$ cat src/rtl/player_plot_scheduler.sv
// player_plot_scheduler: round-robin plot request sequencer feeding the VGA pixel writer
module player_plot_scheduler #(
  parameter int NUM_PLAYERS    = 4,
  parameter int X_W            = 8,
  parameter int Y_W            = 7,
  parameter int COLOUR_W       = 3,
  parameter int SKIP_UNCHANGED = 1
) (
  input  logic                                               CLOCK_50,
  input  logic                                               reset,
  input  logic                                               enable,
  input  logic [NUM_PLAYERS*(X_W+Y_W)-1:0]                   p_pos,
  input  logic [NUM_PLAYERS*COLOUR_W-1:0]                    p_colour,
  input  logic [NUM_PLAYERS-1:0]                             p_alive,
  output logic [X_W-1:0]                                     x,
  output logic [Y_W-1:0]                                     y,
  output logic [COLOUR_W-1:0]                                colour,
  output logic                                               plot,
  input  logic                                               plot_ready,
  output logic [(NUM_PLAYERS > 1 ? $clog2(NUM_PLAYERS) : 1)-1:0] cur_player,
  output logic                                               pass_done
);
  localparam int P_W   = X_W + Y_W;
  localparam int IDX_W = NUM_PLAYERS > 1 ? $clog2(NUM_PLAYERS) : 1;
  typedef enum logic [1:0] {IDLE, SCAN, PLOT} state_t;
  state_t                r_state, w_next;
  logic [P_W-1:0]        r_last [NUM_PLAYERS];
  logic [NUM_PLAYERS-1:0] r_never;
  logic [P_W-1:0]        w_pos_a [NUM_PLAYERS];
  logic [COLOUR_W-1:0]   w_col_a [NUM_PLAYERS];
  logic                  w_elig, w_last, w_load, w_hs, w_adv;
  for (genvar i = 0; i < NUM_PLAYERS; i++) begin : g_unpack
    assign w_pos_a[i] = p_pos[i*P_W +: P_W];
    assign w_col_a[i] = p_colour[i*COLOUR_W +: COLOUR_W];
  end
  assign w_elig = p_alive[cur_player] &&
                  (SKIP_UNCHANGED == 0 || r_never[cur_player] || w_pos_a[cur_player] != r_last[cur_player]);
  assign w_last = cur_player == IDX_W'(NUM_PLAYERS - 1);
  // State register
  always_ff @(posedge CLOCK_50 or posedge reset)
    if (reset) r_state <= IDLE;
    else r_state <= w_next;
  // Next state: a wrap with enable low parks in IDLE, otherwise keep scanning
  always_comb
    w_next = r_state == IDLE ? (enable ? SCAN : IDLE)
           : w_load ? PLOT
           : w_adv ? (w_last && !enable ? IDLE : SCAN)
           : r_state;
  // Output decode: load a request, complete a handshake, or step the index
  always_comb begin
    w_load = r_state == SCAN && w_elig;
    w_hs   = r_state == PLOT && plot_ready;
    w_adv  = (r_state == SCAN && !w_elig) || w_hs;
  end
  // Registered plot outputs, index, and per-player last-plotted memory
  always_ff @(posedge CLOCK_50 or posedge reset)
    if (reset) begin
      cur_player <= '0;
      plot       <= 1'b0;
      x          <= '0;
      y          <= '0;
      colour     <= '0;
      pass_done  <= 1'b0;
      r_never    <= '1;
      for (int k = 0; k < NUM_PLAYERS; k++) r_last[k] <= '0;
    end else begin
      pass_done <= w_adv && w_last;
      if (w_adv) cur_player <= w_last ? '0 : cur_player + 1'b1;
      if (w_load) begin
        {x, y} <= w_pos_a[cur_player];
        colour <= w_col_a[cur_player];
        plot   <= 1'b1;
      end
      if (w_hs) begin
        r_last[cur_player]  <= {x, y};
        r_never[cur_player] <= 1'b0;
        plot                <= 1'b0;
      end
    end
endmodule

$ cat config.mk
export PLATFORM = sky130hd
export DESIGN_NAME = player_plot_scheduler
export DESIGN_NICKNAME = d
export VERILOG_FILES = /design/src/rtl/player_plot_scheduler.sv
export SDC_FILE = /design/constraint.sdc
export NUM_CORES = 1
export LEC_CHECK = 0
export BUFFER_PORTS_ARGS = -buffer_cell sky130_fd_sc_hd__buf_2
export CORE_ASPECT_RATIO = 0.8
export CORE_UTILIZATION = 54
export CTS_CLUSTER_DIAMETER = 60
export DETAILED_ROUTE_END_ITERATION = 8
export PLACE_DENSITY = 0.88
export REMOVE_ABC_BUFFERS = 1
export SYNTH_ARGS = -nofsm -noshare
export SYNTH_HDL_FRONTEND = slang
export SYNTH_SLANG_ARGS = --single-unit
$ cat constraint.sdc
create_clock -name CLOCK_50 -period 2.85 [get_ports CLOCK_50]
set_input_delay 0.285 -clock CLOCK_50 [delete_from_list [all_inputs] [get_ports CLOCK_50]]
set_output_delay 0.285 -clock CLOCK_50 [all_outputs]
set_load 0.02 [all_outputs]
## Yosys cells after proc, flatten, opt, wreduce, memory -nomap -nowiden

Index checks and enable logic that the tools add are counted.

- Latch bits: 0
- Register bits after elaboration: 88
- Memory bits (writable): 0
- ROM bits: 0
- Output and inout port bits: 22
- Memories: 0

- Multiplexer cells: 26
- Bitwise gates (word level): 3
- Shifts and indexed selects: 0
- Add/subtract/negate cells: 1
- Eq/ne operators: 4
- Multipliers: 0
- Div/mod/pow operators: 0
- Magnitude comparators: 4
- Reductions and logical operators: 15

Operator list:

| kind | count |
|---|---|
| $mux 15 | 5 |
| $bmux 15 s2 | 2 |
| $bwmux 60 | 1 |
| $demux 15 s2 | 1 |
| $ne 15x15->1 | 1 |
| $logic_and 1x1->1 | 8 |
| $mux 2 | 4 |
| $mux 1 | 7 |
| $bmux 3 s2 | 1 |
| $mux 3 | 2 |
| $and 4x4->4 | 1 |
| $bmux 1 s2 | 2 |
| $eq 2x2->1 const B | 2 |
| $not 4->4 | 1 |
| $ge 3x3->1 const B | 1 |
| $lt 2x3->1 const B | 1 |
| $lt 3x1->1 const B | 1 |
| $not 2->3 | 1 |
| $reduce_bool 3->1 | 1 |
| $add 2x1->2 const B | 1 |
| $demux 1 s2 | 1 |
| $eq 2x1->1 const B | 1 |
| $ge 2x1->1 const B | 1 |
| $logic_not 1->1 | 2 |
| other kinds (3) | 4 |

## Depth between registers and ports, before layout

Gate-level depths: netlist of the first run.

- Depth after elaboration: 13
- Depth in mapped cells: 9

## Least setup slack after synthesis of the first run

No wires, ideal clock.

- Path type: register to register
- Start point: register cur_player[1] (netlist name)
- End point: register colour[0]
- Data arrival time: 2.647 ns
- Data required time: 2.725 ns
- Cell stages (with the launch flop): 10
- Slack: 0.078 ns
- Buffers on the path: 3
- Setup time: 0.125 ns
- Period minus slack after synthesis: 2.772 ns
- Path through: dfrtp_1 buf_2 clkbuf_1 mux4_2 xor2_1 nor4_2 and4_4 nor2_2 buf_6 mux2_4

- Word-level cells in the longest chain between the ends: 8

RTL lines:

| item | line | source |
|---|---|---|
| start: declaration | 20 | `output logic [(NUM_PLAYERS > 1 ? $clog2(NUM_PLAYERS) : 1)-1:0] cur_player,` |
| start signal: assignment | 68 | `if (w_adv) cur_player <= w_last ? '0 : cur_player + 1'b1;` |
| $not 2->3 (not written as such) | 37, 71 |  |
| $bmux 15 s2 | 37 | `(SKIP_UNCHANGED == 0 \|\| r_never[cur_player] \|\| w_pos_a[cur_player] != r_last[cur_player]);` |
| $mux 15 (not written as such) (2 in a row) | 37 |  |
| $ne 15x15->1 | 37 |  |
| $logic_or 1x1->1 | 37 |  |
| $logic_and 1x1->1 | 36 | `assign w_elig = p_alive[cur_player] &&` |
| $logic_and 1x1->1 | 51 | `w_load = r_state == SCAN && w_elig;` |
| end signal: assignment | 71 | `colour <= w_col_a[cur_player];` |
| end: declaration | 17 | `output logic [COLOUR_W-1:0] colour,` |

Parallel ways exist; a longest one is shown, timed or not. The select of a mux whose other input is x is not followed.
A chain may end at the register's enable or synchronous reset.

## Worst setup path after layout of the first run

- Start point: register cur_player[0] (netlist name)
- End point: register y[6]

- Word-level cells in the longest chain between the ends: 8

RTL lines:

| item | line | source |
|---|---|---|
| $not 2->3 (not written as such) | 37, 70 |  |
| $bmux 15 s2, on equally long branches | 37, 70 |  |
| $mux 15, on equally long branches (2 in a row) | 37, 70 |  |
| $ne 15x15->1 | 37 |  |
| $logic_or 1x1->1 | 37 |  |
| $logic_and 1x1->1 | 36 |  |
| $logic_and 1x1->1 | 51 |  |
| end signal: assignment | 70 | `{x, y} <= w_pos_a[cur_player];` |
| end: declaration | 16 | `output logic [Y_W-1:0] y,` |

Parallel ways exist; a longest one is shown, timed or not. The select of a mux whose other input is x is not followed.

==> results of run 1 <==
## flip-flops by register name, indices dropped and copies added (netlist names)
signal / count
colour: 3
x: 8
r_state: 2
plot: 1
r_never: 4
y: 7
pass_done: 1
cur_player: 2
r_last: 60
## metrics by stage
stage	total power [W]	hold slack [ns]	instance area, um^2	util [%]
3_3_place_gp	0.00522	0.394	5180	64.9
5_1_grt	0.00661	0.0653	5390	67.5
6_report	0.00622	0.0170	5390	67.5
3_5_place_dp	0.00537	0.415	5180	64.9
4_1_cts	0.00627	0.0275	5390	67.5
2_1_floorplan	0.00447	0.439	4390	-
## where the power goes
group / internal [W] / switching (W) / leakage (nW)
Clock: 0.000434 / 0.000452 / 0.107
Combinational: 0.00171 / 0.00137 / 1.34
Sequential: 0.00183 / 0.000425 / 1.08
## worst paths after layout
check	to	depth (start not counted)	slack, ns	startpoint
max in group asynchronous	cur_player[0]	3	2.14	reset
min in group CLOCK_50	r_state[0]	3	0.20	enable
setup reg to reg	y[6]	8	0.13	cur_player[0]
hold reg to reg	plot	1	0.49	plot
hold / removal	r_last[39]	2	0.02	reset
setup / recovery	y[6]	8	0.13	cur_player[0]
## final cells by class
cell class	instances	area, um^2	share of cell area, %
tap	108	135	2.51
inverter	6	23.8	0.441
clock inverter	6	66.3	1.23
clock buffer	10	138	2.55
timing repair buffer	113	662	12.3
multi-input combinational	168	2160	40.0
sequential	88	2210	41.0
## cells by family (layout without fill, tap and decap cells)
logic type                 after synthesis  in the layout  synth area share, %
DFF                                     88             88                 49.2
AOI/OAI and AO/OA                        7              7                 1.06
xor gates and xnor gates                15             15                 2.93
and+or+nand+nor                         28             28                 4.10
muxes                                  113            113                 38.7
buffers and inverters                   20            135                 2.62
adders and majority gates                5              5                 1.34
## per-layer routing
| layer | track usage, % | vias up | routed length, um |
|---|---|---|---|
| li1 | - | 1268 | - |
| met1 | 33.2 | 1486 | 4220 |
| met2 | 35.0 | 99 | 4380 |
| met3 | 4.92 | 6 | 470 |
| met4 | 5.58 | 0 | 61 |
| met5 | 0 | - | 0 |
## synth_stat cells, types with 2 or more instances
cell type	count
nand2_1	6
nor3_1	2
nand4_1	3
xor2_1	15
mux2_2	60
and2_1	4
dfrtp_1	84
mux2_4	18
inv_1	6
nor4_2	4
dfstp_2	4
ha_1	4
nor2_1	2
clkbuf_1	7
buf_6	5
mux4_2	35
## what timing repair did
item,CTS,global route
resized for setup,0,1
endpoints found under the setup margin,0,18
hold buffers,0,0
==> metrics, run 1 <==
worst setup margin about 0.13 ns; floorplan die height 83.5 um; share of the yosys chip area belonging to registers 49.2%; Crit path buffers/inverters 2; DRC violation count after routing 0; worst path cell trace buf_12, mux4_2, xor2_1, nor4_2, and4_4, nor2_2, buf_4, mux2_4; type of origin of the critical path flop; via count of the first global-routing pass 2883; core region area around 8000 um^2; Cells after Synth between 200 and 300; setup repair after global routing missed its margin no; number of core rows 29; final non-filler cell total around 500; most area-hungry cell type in the Yosys netlist dfrtp_1; last weighted congestion value of the routability-driven placer ~0.83; commonest non-fill, non-tap cell in the layout buf_2; largest clock skew in the final design approximately 0.012 ns; global-route wire length before repair approximately 15000 um; worst IR drop on VDD 0.000722 V; clock-pin transition on the worst setup and hold timing paths around 0.090 ns; clock period minus worst slack approximately 2.7 ns; number of placed instances, taps included just under 500; per-instance average area after synthesis 16.2 um^2; Total Negative Setup Slacks 0 ns; number of H-tree branching levels 3; CTS sink cnt 88; run status finished clean; Synth Cell Area 4480 um^2; Clock Tree Root clkbuf_8; CTS tree built; HPWL Detailed around 6400 um; fraction of final layout cells sized beyond drive strength 1 between 60% and 70%; final routed wirelength across all metal layers just over 9000 um; total congestion overflow after global routing 0; fraction of the cycle the final worst path needs 95.4%; Max-cap violations 0; Avg WL per Cell between 15 and 20 um; fraction of post-synthesis cell area in the top cell type by area ~47%; Worst Path Arrival 2.96 ns; total number of vias approximately 2900; Max-slew headroom 43.3%; number of I/O pins ~100; final setup fails 0; crit path kind flop to flop; layout filler cell count 565; most frequent cells in the layout buf_2, dfrtp_1, mux2_2; maximum operating frequency approximately 370 MHz; count of inserted antenna diode cells 0; kind of end point of the critical path flop; number of unique standard cell types used by synthesis 33; clock latency on the worst-skew pair between 0.3 and 0.4 ns; largest incremental delay on the critical path between 0.5 and 0.6 ns; maximum clock insertion buffer count 2; dpl ws between 0.04 and 0.05 ns; Synth warnings 0; number of nets in the final layout 470; maximum number of pins on one net before global-route repair 50; FF+latch count, synth a little under 90; die area just under 9000 um^2; area growth from synthesis to final layout 20.3%; number of DRC markers in iteration 0 ~120; starting density of the core between 50% and 60%; total clock buffers created by CTS 9; Global Route Usage Sum a little under a quarter; fraction of registers with async set or reset after synthesis 100%; maximum net fanout on the critical path 21; WP data required between 3 and 4 ns; Leakage about 2.5 nW; cell family with most CP delay multiplexers; worst min path class primary input to async pin; horizontal die dimension 104 um; Synth Flop Type dfrtp_1; number of hold violations in the final report 0; power density relative to cell area 1150 nW/um^2; ratio of routed vias to standard cells about 5.7; port buffer count 101; count of flip-flops with a built-in enable after synthesis 0; initial antenna violation count 0; buffers inserted during post-CTS setup optimization 0; most area-consuming cells after synthesis dfrtp_1, mux4_2, mux2_2; critical path's slowest cell mux4_2; transition time at the pin with the least slew margin 0.849 ns; final antenna-violating net count 0; number of detailed-routing iterations run before antenna repair 4; pins over their slew limit 0
Note: power is estimated with default switching activity, not from simulation.
==> inputs of run 2 (changes only) <==
- REMOVE_ABC_BUFFERS: 1 -> unset
==> run 2 against run 1 <==
- sequential share of layout area is 0.63 points lower
- total power grew 2.1%
- worst hold slack better by 0.20 ns
- highest routed layer unchanged
==> metrics, run 2 (synthesis gave the netlist of run 1 again) <==
run status finished clean; net count after synthesis 360; clock period minus worst slack 2.71 ns (-0.00580 ns); pins over their slew limit 0 (unchanged); critical path's most frequent cell buf_12; area growth from synthesis to final layout 22.2%; last weighted congestion value of the routability-driven placer 0.832 (-0.31%); global-route wire length before repair 16100 um (+6.8%); setup repair after global routing missed its margin no; maximum number of pins on one net before global-route repair 52 (+4.0%); cells on worst reg2reg path 8 (unchanged); proportion of power drawn by combinational gates 49.8% (+0.3 points); via count of the first global-routing pass 3141 (+8.9%); switch share 36.0% (-0.15 points); post-route standard cell area excluding fillers 5480 um^2 (+1.6%); CTS sink cnt 88 (unchanged); buffers inserted during post-CTS setup optimization 0 (unchanged); number of core rows 29 (unchanged); DRC violation count after routing 0 (unchanged); end of the worst register-to-register path x[3]; register share of total power 35.8% (-0.5 points); Avg WL per Cell 19.5 um (+6.6%); critical path's slowest cell mux4_2; core region area 7980 um^2 (unchanged); largest incremental delay on the critical path 0.55 ns (about the same); ratio of routed vias to standard cells 5.75 (+0.38%); worst path cell trace buf_12, mux4_2, xor2_1, nor4_2, and4_4, nor2_4, buf_12, mux2_4; maximum operating frequency 369 MHz (+0.21%); port buffer count 101 (unchanged); horizontal die dimension 104 um (unchanged); max reg flops 60 (unchanged); Leakage 2.56 nW (+1.3%); power density relative to cell area 1160 nW/um^2 (+0.55%); P_int 0.00407 W (+2.4%); Largest Register r_last; most frequent cells in the layout buf_2, dfrtp_1, mux2_2; starting density of the core 56.1% (unchanged); maximum net fanout on the critical path 13 (-38%); number of hold violations in the final report 0 (unchanged); Regs by FF count r_last: 60 flops, x: 8 flops, y: 7 flops; switching power of the nets 0.00229 W (+1.7%); number of DRC markers in iteration 0 115 (-2.5%); floorplan die height 83.5 um (unchanged); Total Negative Setup Slacks 0 ns (unchanged); Max-cap violations 0 (unchanged); area post-placement 5240 um^2 (+1.2%); die area 8670 um^2 (unchanged); type of origin of the critical path flop; number of H-tree branching levels 3 (unchanged); final antenna-violating net count 0 (unchanged); share of total power in the clock network 14.4% (+0.2 points); initial antenna violation count 0 (unchanged); Worst Hold Depth 3; clock latency on the worst-skew pair 0.36 ns (about the same); Clock Tree Root clkbuf_8; hold path startpoint enable; fraction of final layout cells sized beyond drive strength 1 65.3% (+0.099 points); total clock buffers created by CTS 9 (unchanged); Hold Path Sink r_state[0]; Max-slew headroom 54.9% (+12 points); count of inserted antenna diode cells 0 (unchanged); final setup fails 0 (unchanged); Worst Path Arrival 2.96 ns (about the same); register-to-register setup slack 0.14 ns (about the same); fraction of the cycle the final worst path needs 95.2% (-0.20 points); crit path kind flop to flop; transition time at the pin with the least slew margin 0.675 ns (-0.173 ns); Critical R2R Launch cur_player[0]; maximum clock insertion buffer count 2 (unchanged); commonest non-fill, non-tap cell in the layout buf_2; final routed wirelength across all metal layers 9820 um (+7.4%); worst min path class primary input to flop; worst IR drop on VDD 0.000557 V (-23%); total number of vias 2893 (+1.2%); Global Route Usage Sum 24.7% (+2.0 points); CTS tree built; total congestion overflow after global routing 0 (unchanged); HPWL Detailed 6860 um (+7.5%); number of I/O pins 102 (unchanged); number of detailed-routing iterations run before antenna repair 4 (unchanged); number of nets in the final layout 474 (+0.85%); clock-pin transition on the worst setup and hold timing paths 0.08 ns (about the same); WP data required 3.09 ns (about the same); kind of end point of the critical path flop; largest clock skew in the final design 0.0127 ns (+0.000587 ns)
-- run 2: cell types whose count changed in the layout (fill, tap and decap cells not counted), sizes merged --
cell	delta
clkinv	-1
clkbuf	+2
clkinvlp	+1
dlygate4sd3	+1
inv	-2
buf	+3
-- run 2: worst max path at each step --
stage,from,cells after the start,end,slack [ns]
2_1_floorplan,cur_player[1],9,colour[0],0.08
3_3_place_gp,cur_player[0],8,x[5],0.04
3_5_place_dp,cur_player[0],8,x[5],-0.04
4_1_cts,cur_player[0],8,x[2],0.12
5_1_grt,cur_player[0],8,y[0],0.05
6_report,cur_player[0],8,x[3],0.14
-- run 2: metal layers --
metal	global-route usage, %	up-vias	wire length (um)
met3	6.64	21	575
met1	32.7	1475	4200
met5	0	-	0
met2	39.5	119	4840
li1	-	1278	-
met4	9.09	0	206
-- run 2: cell type report --
class | count | area [um^2]
multi-input combinational | 168 | 2160
timing repair buffer | 117 | 728
inverter | 6 | 23.8
fill | 550 | 2510
sequential | 88 | 2210
tap | 108 | 135
clock buffer | 12 | 165
clock inverter | 4 | 51.3
-- run 2: power by group through the flow --
stage	Sequential [W]	Clock, W	Combinational, W
floorplan	0.00233	0	0.00223
detailed placement	0.00229	0	0.00318
global route	0.00235	0.000980	0.00340
finish	0.00228	0.000915	0.00316
CTS	0.00227	0.000927	0.00320
global placement	0.00224	0	0.00308
-- run 2: repair_timing --
action,4_1_cts,5_1_grt
hold endpoints to repair,2,0
hold buffers,1,0
gates resized for setup,1,0
setup endpoints to repair,13,0
-- run 2: critical path, delay by kind of cell (launching register included) --
kind                      cells  cell delay [ns]
buffers and inverters         2             0.35
xor gates and xnor gates      1             0.19
muxes                         2             0.84
and+or+nand+nor               3             0.75
DFF                           1             0.46
-- run 2: metrics by stage --
stage               power (W)  hold WS (ns)  cells  worst slack [ns]  util, %
detailed placement    0.00547         0.394    486           -0.0360     65.7
global placement      0.00532         0.381    486            0.0395     65.7
floorplan             0.00455         0.439    276            0.0780        -
global route          0.00673         0.211    503            0.0490     68.6
finish                0.00635         0.222    503             0.137     68.6
CTS                   0.00640         0.211    503             0.122     68.6
